[src/rtl/carrier_acq_ctrl_if.sv]
// Control and status bundle between the carrier acquisition sequencer and
// the block that owns the Costas loop (run request, FCW plan, lock status).
interface carrier_acq_ctrl_if;
   logic        enable;
   logic [31:0] nominal_fcw;
   logic [31:0] sweep_step;
   logic        raw_locked;
   logic [31:0] center_freq;
   logic        loop_rst_n;
   logic        acq_locked;
   logic        acq_fail;
   logic [2:0]  state_o;
   logic [7:0]  pos_idx;

   modport master (
      output enable, nominal_fcw, sweep_step, raw_locked,
      input  center_freq, loop_rst_n, acq_locked, acq_fail, state_o, pos_idx
   );

   modport slave (
      input  enable, nominal_fcw, sweep_step, raw_locked,
      output center_freq, loop_rst_n, acq_locked, acq_fail, state_o, pos_idx
   );
endinterface

[src/rtl/carrier_acq_ctrl.sv]
// Carrier acquisition sequencer: sweeps the Costas loop center frequency around
// nominal (0,+1,-1,+2,-2,...) until lock is qualified, then supervises loss of lock.
module carrier_acq_ctrl #(
   parameter int SETTLE_CYC = 4,
   parameter int DWELL_CYC  = 4096,
   parameter int LOCK_CNT   = 1024,
   parameter int UNLOCK_CNT = 256,
   parameter int SWEEP_N    = 8
) (
   input logic               clk,
   input logic               reset,
   carrier_acq_ctrl_if.slave bus
);

   typedef enum logic [2:0] {
      IDLE   = 3'd0,
      SETTLE = 3'd1,
      DWELL  = 3'd2,
      LOCKED = 3'd3,
      FAIL   = 3'd4
   } state_e;

   localparam int SETTLE_W = $clog2(SETTLE_CYC + 1);
   localparam int DWELL_W  = $clog2(DWELL_CYC + 1);
   localparam int LOCK_W   = $clog2(LOCK_CNT + 1);
   localparam int UNLOCK_W = $clog2(UNLOCK_CNT + 1);

   localparam logic [SETTLE_W-1:0] SETTLE_LAST = SETTLE_W'(SETTLE_CYC - 1);
   localparam logic [DWELL_W-1:0]  DWELL_LAST  = DWELL_W'(DWELL_CYC - 1);
   localparam logic [LOCK_W-1:0]   LOCK_LAST   = LOCK_W'(LOCK_CNT - 1);
   localparam logic [UNLOCK_W-1:0] UNLOCK_LAST = UNLOCK_W'(UNLOCK_CNT - 1);
   localparam logic [7:0]          LAST_POS    = 8'(2 * SWEEP_N);

   state_e              state;
   logic [7:0]          pos;
   logic [SETTLE_W-1:0] settle_cnt;
   logic [DWELL_W-1:0]  dwell_cnt;
   logic [LOCK_W-1:0]   lock_cnt;
   logic [UNLOCK_W-1:0] unlock_cnt;
   logic [31:0]         center_freq_q;
   logic                loop_rst_q;
   logic                locked_q;
   logic                fail_q;

   logic [7:0]          k_next;
   logic [6:0]          mag;
   logic [31:0]         step_off;
   logic [31:0]         entry_freq;

   // Frequency for the position about to be entered. Only DWELL advances the
   // sweep; every other way into SETTLE restarts at position 0.
   always_comb begin
      // NOTE: every variable is assigned on every pass, so no latch is inferred.
      k_next     = (state == DWELL) ? pos + 8'd1 : 8'd0;
      mag        = k_next[7:1] + {6'd0, k_next[0]};
      step_off   = bus.sweep_step * {25'd0, mag};
      entry_freq = k_next[0] ? bus.nominal_fcw + step_off
                             : bus.nominal_fcw - step_off;
   end

   // NOTE: state and outputs use non-blocking assignments so every register
   // updates from pre-edge values regardless of statement order.
   always_ff @(posedge clk or negedge reset) begin
      if (!reset) begin
         state         <= IDLE;
         pos           <= 8'd0;
         settle_cnt    <= '0;
         dwell_cnt     <= '0;
         lock_cnt      <= '0;
         unlock_cnt    <= '0;
         center_freq_q <= 32'd0;
         loop_rst_q    <= 1'b0;
         locked_q      <= 1'b0;
         fail_q        <= 1'b0;
      end else if (!bus.enable) begin
         state         <= IDLE;
         pos           <= 8'd0;
         settle_cnt    <= '0;
         dwell_cnt     <= '0;
         lock_cnt      <= '0;
         unlock_cnt    <= '0;
         center_freq_q <= bus.nominal_fcw;
         loop_rst_q    <= 1'b0;
         locked_q      <= 1'b0;
         fail_q        <= 1'b0;
      end else begin
         case (state)
            IDLE: begin
               state         <= SETTLE;
               pos           <= 8'd0;
               settle_cnt    <= '0;
               dwell_cnt     <= '0;
               lock_cnt      <= '0;
               center_freq_q <= entry_freq;
               loop_rst_q    <= 1'b0;
            end

            SETTLE: begin
               if (settle_cnt == SETTLE_LAST) begin
                  state      <= DWELL;
                  dwell_cnt  <= '0;
                  lock_cnt   <= '0;
                  loop_rst_q <= 1'b1;
               end else begin
                  settle_cnt <= settle_cnt + SETTLE_W'(1);
               end
            end

            DWELL: begin
               // Lock qualification wins over dwell expiry on the same edge.
               if (bus.raw_locked && lock_cnt == LOCK_LAST) begin
                  state      <= LOCKED;
                  unlock_cnt <= '0;
                  locked_q   <= 1'b1;
               end else if (dwell_cnt == DWELL_LAST) begin
                  if (pos != LAST_POS) begin
                     state         <= SETTLE;
                     pos           <= k_next;
                     settle_cnt    <= '0;
                     dwell_cnt     <= '0;
                     lock_cnt      <= '0;
                     center_freq_q <= entry_freq;
                     loop_rst_q    <= 1'b0;
                  end else begin
                     state         <= FAIL;
                     center_freq_q <= bus.nominal_fcw;
                     loop_rst_q    <= 1'b0;
                     fail_q        <= 1'b1;
                  end
               end else begin
                  dwell_cnt <= dwell_cnt + DWELL_W'(1);
                  lock_cnt  <= bus.raw_locked ? lock_cnt + LOCK_W'(1) : '0;
               end
            end

            LOCKED: begin
               if (bus.raw_locked) begin
                  unlock_cnt <= '0;
               end else if (unlock_cnt == UNLOCK_LAST) begin
                  state         <= SETTLE;
                  pos           <= 8'd0;
                  settle_cnt    <= '0;
                  dwell_cnt     <= '0;
                  lock_cnt      <= '0;
                  unlock_cnt    <= '0;
                  center_freq_q <= entry_freq;
                  loop_rst_q    <= 1'b0;
                  locked_q      <= 1'b0;
               end else begin
                  unlock_cnt <= unlock_cnt + UNLOCK_W'(1);
               end
            end

            FAIL: begin
               center_freq_q <= bus.nominal_fcw;
            end

            default: begin
               state         <= IDLE;
               pos           <= 8'd0;
               center_freq_q <= bus.nominal_fcw;
               loop_rst_q    <= 1'b0;
               locked_q      <= 1'b0;
               fail_q        <= 1'b0;
            end
         endcase
      end
   end

   assign bus.center_freq = center_freq_q;
   assign bus.loop_rst_n  = loop_rst_q;
   assign bus.acq_locked  = locked_q;
   assign bus.acq_fail    = fail_q;
   assign bus.state_o     = state;
   assign bus.pos_idx     = pos;

endmodule
[src/flat_wrapper.sv]
// flat-port wrapper written by rule: the top's interface ports become plain ports
module carrier_acq_ctrl_flat 
#(
   parameter int SETTLE_CYC = 4,
   parameter int DWELL_CYC  = 4096,
   parameter int LOCK_CNT   = 1024,
   parameter int UNLOCK_CNT = 256,
   parameter int SWEEP_N    = 8
)
  (clk, reset, bus_enable, bus_nominal_fcw, bus_sweep_step, bus_raw_locked, bus_center_freq, bus_loop_rst_n, bus_acq_locked, bus_acq_fail, bus_state_o, bus_pos_idx);
  carrier_acq_ctrl_if bus_i ();
  input logic clk;
  input logic reset;
  input wire logic [$bits(bus_i.enable)-1:0] bus_enable;
  input wire logic [$bits(bus_i.nominal_fcw)-1:0] bus_nominal_fcw;
  input wire logic [$bits(bus_i.sweep_step)-1:0] bus_sweep_step;
  input wire logic [$bits(bus_i.raw_locked)-1:0] bus_raw_locked;
  output wire logic [$bits(bus_i.center_freq)-1:0] bus_center_freq;
  output wire logic [$bits(bus_i.loop_rst_n)-1:0] bus_loop_rst_n;
  output wire logic [$bits(bus_i.acq_locked)-1:0] bus_acq_locked;
  output wire logic [$bits(bus_i.acq_fail)-1:0] bus_acq_fail;
  output wire logic [$bits(bus_i.state_o)-1:0] bus_state_o;
  output wire logic [$bits(bus_i.pos_idx)-1:0] bus_pos_idx;
  assign bus_i.enable = bus_enable;
  assign bus_i.nominal_fcw = bus_nominal_fcw;
  assign bus_i.sweep_step = bus_sweep_step;
  assign bus_i.raw_locked = bus_raw_locked;
  assign bus_center_freq = bus_i.center_freq;
  assign bus_loop_rst_n = bus_i.loop_rst_n;
  assign bus_acq_locked = bus_i.acq_locked;
  assign bus_acq_fail = bus_i.acq_fail;
  assign bus_state_o = bus_i.state_o;
  assign bus_pos_idx = bus_i.pos_idx;
  carrier_acq_ctrl #(.SETTLE_CYC(SETTLE_CYC), .DWELL_CYC(DWELL_CYC), .LOCK_CNT(LOCK_CNT), .UNLOCK_CNT(UNLOCK_CNT), .SWEEP_N(SWEEP_N)) u_core (.clk(clk), .reset(reset), .bus(bus_i));
endmodule
[config.mk]
export PLATFORM = sky130hd
export DESIGN_NAME = carrier_acq_ctrl_flat
export DESIGN_NICKNAME = d
export VERILOG_FILES = /design/src/rtl/carrier_acq_ctrl_if.sv /design/src/rtl/carrier_acq_ctrl.sv /design/src/flat_wrapper.sv
export SDC_FILE = /design/constraint.sdc
export NUM_CORES = 1
export LEC_CHECK = 0
export CAP_MARGIN = 20
export CORE_MARGIN = 2
export CORE_UTILIZATION = 47
export DETAILED_ROUTE_END_ITERATION = 10
export PLACE_DENSITY = 0.73
export SYNTH_ARGS = -nofsm -noshare
export SYNTH_HDL_FRONTEND = slang
export SYNTH_SLANG_ARGS = --single-unit
[constraint.sdc]
create_clock -name clk -period 12.2 [get_ports clk]
set_input_delay 1.83 -clock clk [delete_from_list [all_inputs] [get_ports clk]]
set_output_delay 1.83 -clock clk [all_outputs]
set_load 0.01 [all_outputs]
==> flow_summary.ini <==
[floorplanning]
die_w_um = 169
ios = 114
die_h_um = 169
start_util = 0.477
row_count = 60
coreArea_um2 = 26800
dieArea_um2 = 28500

[clock_network]
cts_sinks = 82
cts_hold_buffers = 0
h-tree-depth = 3
cts-resized-gates = 0
cts-root-buf = clkbuf_16
cts_buffers = 9
path_clk_slew_ns = 0.07
post-cts-setup-buffers = 0
clock_latency_ns = 0.36
cts_tree = yes
clockBufferDepth = 2

[power]
power_switching_share = 0.488
vdd_drop_max_mv = 0.141
p_sw_mw = 1.49
combPwrFrac = 0.773
power.leakage_nw = 6.90
power_density_nw_per_um2 = 210
internal_power_mw = 1.56
p_clk_frac = 0.099
pwr-share-seq = 0.129

[detailed_routing]
num_vias = 11000
drt_wl_total_um = 31200
vias_per_cell = 5.48
drtIter0Drc = 708
ant_nets = 0
wl_per_cell_um = 15.5
remaining_drc_errors = 0
drtPass1Iterations = 5

[worst_setup_path]
crit_arrival_ns = 11.00
r2r_start = u_core.bus.state_o[0]
crit_path_end = u_core.bus.center_freq[31]
critPathBufInv = 5
startpoint = u_core.bus.state_o[0]
r2r_slack_ns = 1.43
r2r_cells = 41
end_kind = flip-flop
crit_fanout = 26
cp_data_required_time_ns = 12.44
crit_family = adder cells
cp.depth = 41
critical-path-slowest-cell = clkinv_1
rr_endpoint = u_core.bus.center_freq[31]
crit_path_start_kind = flip-flop
slowest_delay_ns = 0.61
worstSetupPathType = flip-flop to flip-flop

[logic_synthesis]
synth_commonest_cells = 212 x nand2_1, 204 x inv_1, 133 x fa_1, 114 x and2_1, 107 x o21ai_0
synth_area_um2 = 12800
yosysWarningCount = 0
yosysTopAreaCellShare = 0.208
synthCells = 1586
ys_async_sr_fraction = 1.00
synth_cell_types = 85
synth_edf_count = 0
syn_nets = 1867
ys_ff_latch = 82
yosysMostFrequentCell = nand2_1
synth_top_area_cell = fa_1
synth_ff_type = dfrtp_1
syn_avg_cell_area_um2 = 8.06
ys_seq_area_frac = 0.161
synth_area_leaders = fa_1 21%, dfrtp_1 16%, ha_1 7.8%, nand2_1 6.2%, inv_1 6.0%

[timing]
worst_slew_pin_slew_ns = 1.03
timing.hold.ws_ns = 0.481
min_period_over_period = 0.882
maxSlewViolCount = 0
setup_viol = 0
rsz0062_at_grt = no
fin_tns_setup_ns = 0
max_slew_margin = 0.316
fmax_mhz = 92.9
fin_crit_ns = 10.77
finalHoldViolations = 0
finalWorstSetupSlack_ns = 1.43
finClkSkew_ns = 0.0151

[layout]
drive_above_1_share = 0.0461
fin_util = 0.543
antennaDiodeCount = 0
syn_to_final_growth_pct = 13.9
nNetsFinal = 1948
fin_area_um2 = 14600

[hold_path]
hold_path.class = flip-flop to flip-flop

[global_route]
met1_usage = 0.337
top_usage_layer = met2
groute.usage.overall = 0.225
grt_pass1_vias = 10800
met2_usage = 0.354
overflow = 0
grt_pass1_wl_um = 53300
use_met3 = 0.0238
antenna_found_initial = 0
grt_max_degree = 83

[placement]
hpwl_um = 24700
place_congestion = 0.885
placed_cell_area_um2 = 14200
portBuffers = 113
dp_slack_ns = 1.58

[run_status]
status = finished, final reports clean

[flow_run]
cap_violations = 0
-- cells by family (layout without fill, tap and decap cells) --
family	after synthesis	after routing	synth area share
AO/OA/AOI/OAI	334	334	0.163
XOR/XNOR	96	96	0.0680
adder cells (fa/ha/maj)	213	213	0.287
buffers and inverters	258	344	0.0764
flip-flops	82	82	0.161
multiplexers	17	17	0.0140
AND/OR/NAND/NOR	586	586	0.231
-- sequential cells by signal, summed over array words and instances (netlist names), 3 cells and up --
signal                  cells
u_core.bus.state_o          3
u_core.unlock_cnt           9
u_core.lock_cnt            11
u_core.bus.pos_idx          8
u_core.bus.center_freq     32
u_core.dwell_cnt           13
u_core.settle_cnt           3
-- how the worst min path moves through the flow --
stage	startpoint	to	depth (start not counted)
floorplan	u_core.lock_cnt[8]	u_core.lock_cnt[8]	1
global placement	u_core.bus.center_freq[4]	u_core.bus.center_freq[4]	2
detailed placement	u_core.lock_cnt[8]	u_core.lock_cnt[8]	1
CTS	u_core.lock_cnt[8]	u_core.lock_cnt[8]	1
global route	u_core.bus.center_freq[15]	u_core.bus.center_freq[15]	2
finish	u_core.lock_cnt[8]	u_core.lock_cnt[8]	1
-- cells in the final DEF, fill, tap and decap left out, types with 7 or more instances in the layout --
cell type,count
nand2b_1,9
clkdlybuf4s50_1,112
nand3_1,38
nand2_1,212
o211ai_1,8
o21ai_1,7
nand4_1,9
nand3b_1,7
inv_1,204
o21a_1,15
mux2_2,7
xnor2_1,59
nor2b_1,7
and3_1,24
a31oi_1,16
buf_4,10
clkbuf_16,9
a21o_1,32
mux2i_1,10
nor2_1,100
or3_1,10
fa_1,133
dfrtp_1,82
xor2_1,33
ha_1,80
o21ai_0,107
and2_1,114
a21oi_1,82
nor3_1,14
-- layer usage --
metal,up-vias,wire [µm],part of all wire
met5,-,0,0
met1,5284,15100,0.48
met2,318,13800,0.44
met4,0,379,0.012
met3,25,1880,0.060
li1,5402,-,-
-- area by class of cell --
cell class                 instances  area, µm²
fill                            2515      12200
multi-input combinational       1246       9770
sequential                        82       2050
timing repair buffer             123       1220
inverter                         205        769
tap                              341        427
clock buffer                       9        225
clock inverter                     7       87.6
-- metrics by stage --
step / power (mW) / std cells
after detailed placement: 2.72 / 1996
after global placement: 2.67 / 1996
after floorplan: 2.18 / 1586
after CTS: 3.04 / 2012
after global routing: 3.34 / 2013
final: 3.05 / 2013
-- power groups by stage --
| stage | registers (mW) | logic (mW) | clock network, mW |
|---|---|---|---|
| global placement | 0.395 | 2.28 | 0 |
| global route | 0.403 | 2.62 | 0.316 |
| finish | 0.392 | 2.36 | 0.301 |
| CTS | 0.393 | 2.34 | 0.305 |
| detailed placement | 0.399 | 2.32 | 0 |
| floorplan | 0.411 | 1.77 | 0 |
-- worst register-to-register path: cells and delay by family, from the launching register on --
| family | cells | cell delay [ns] |
|---|---|---|
| buffers and inverters | 5 | 1.03 |
| AOI/OAI and AO/OA | 9 | 2.21 |
| xor gates and xnor gates | 3 | 0.47 |
| DFF | 1 | 0.52 |
| and+or+nand+nor | 15 | 2.79 |
| adders and majority gates | 8 | 3.51 |
| muxes | 1 | 0.12 |
No activity file was read; power rests on OpenSTA's default activity.
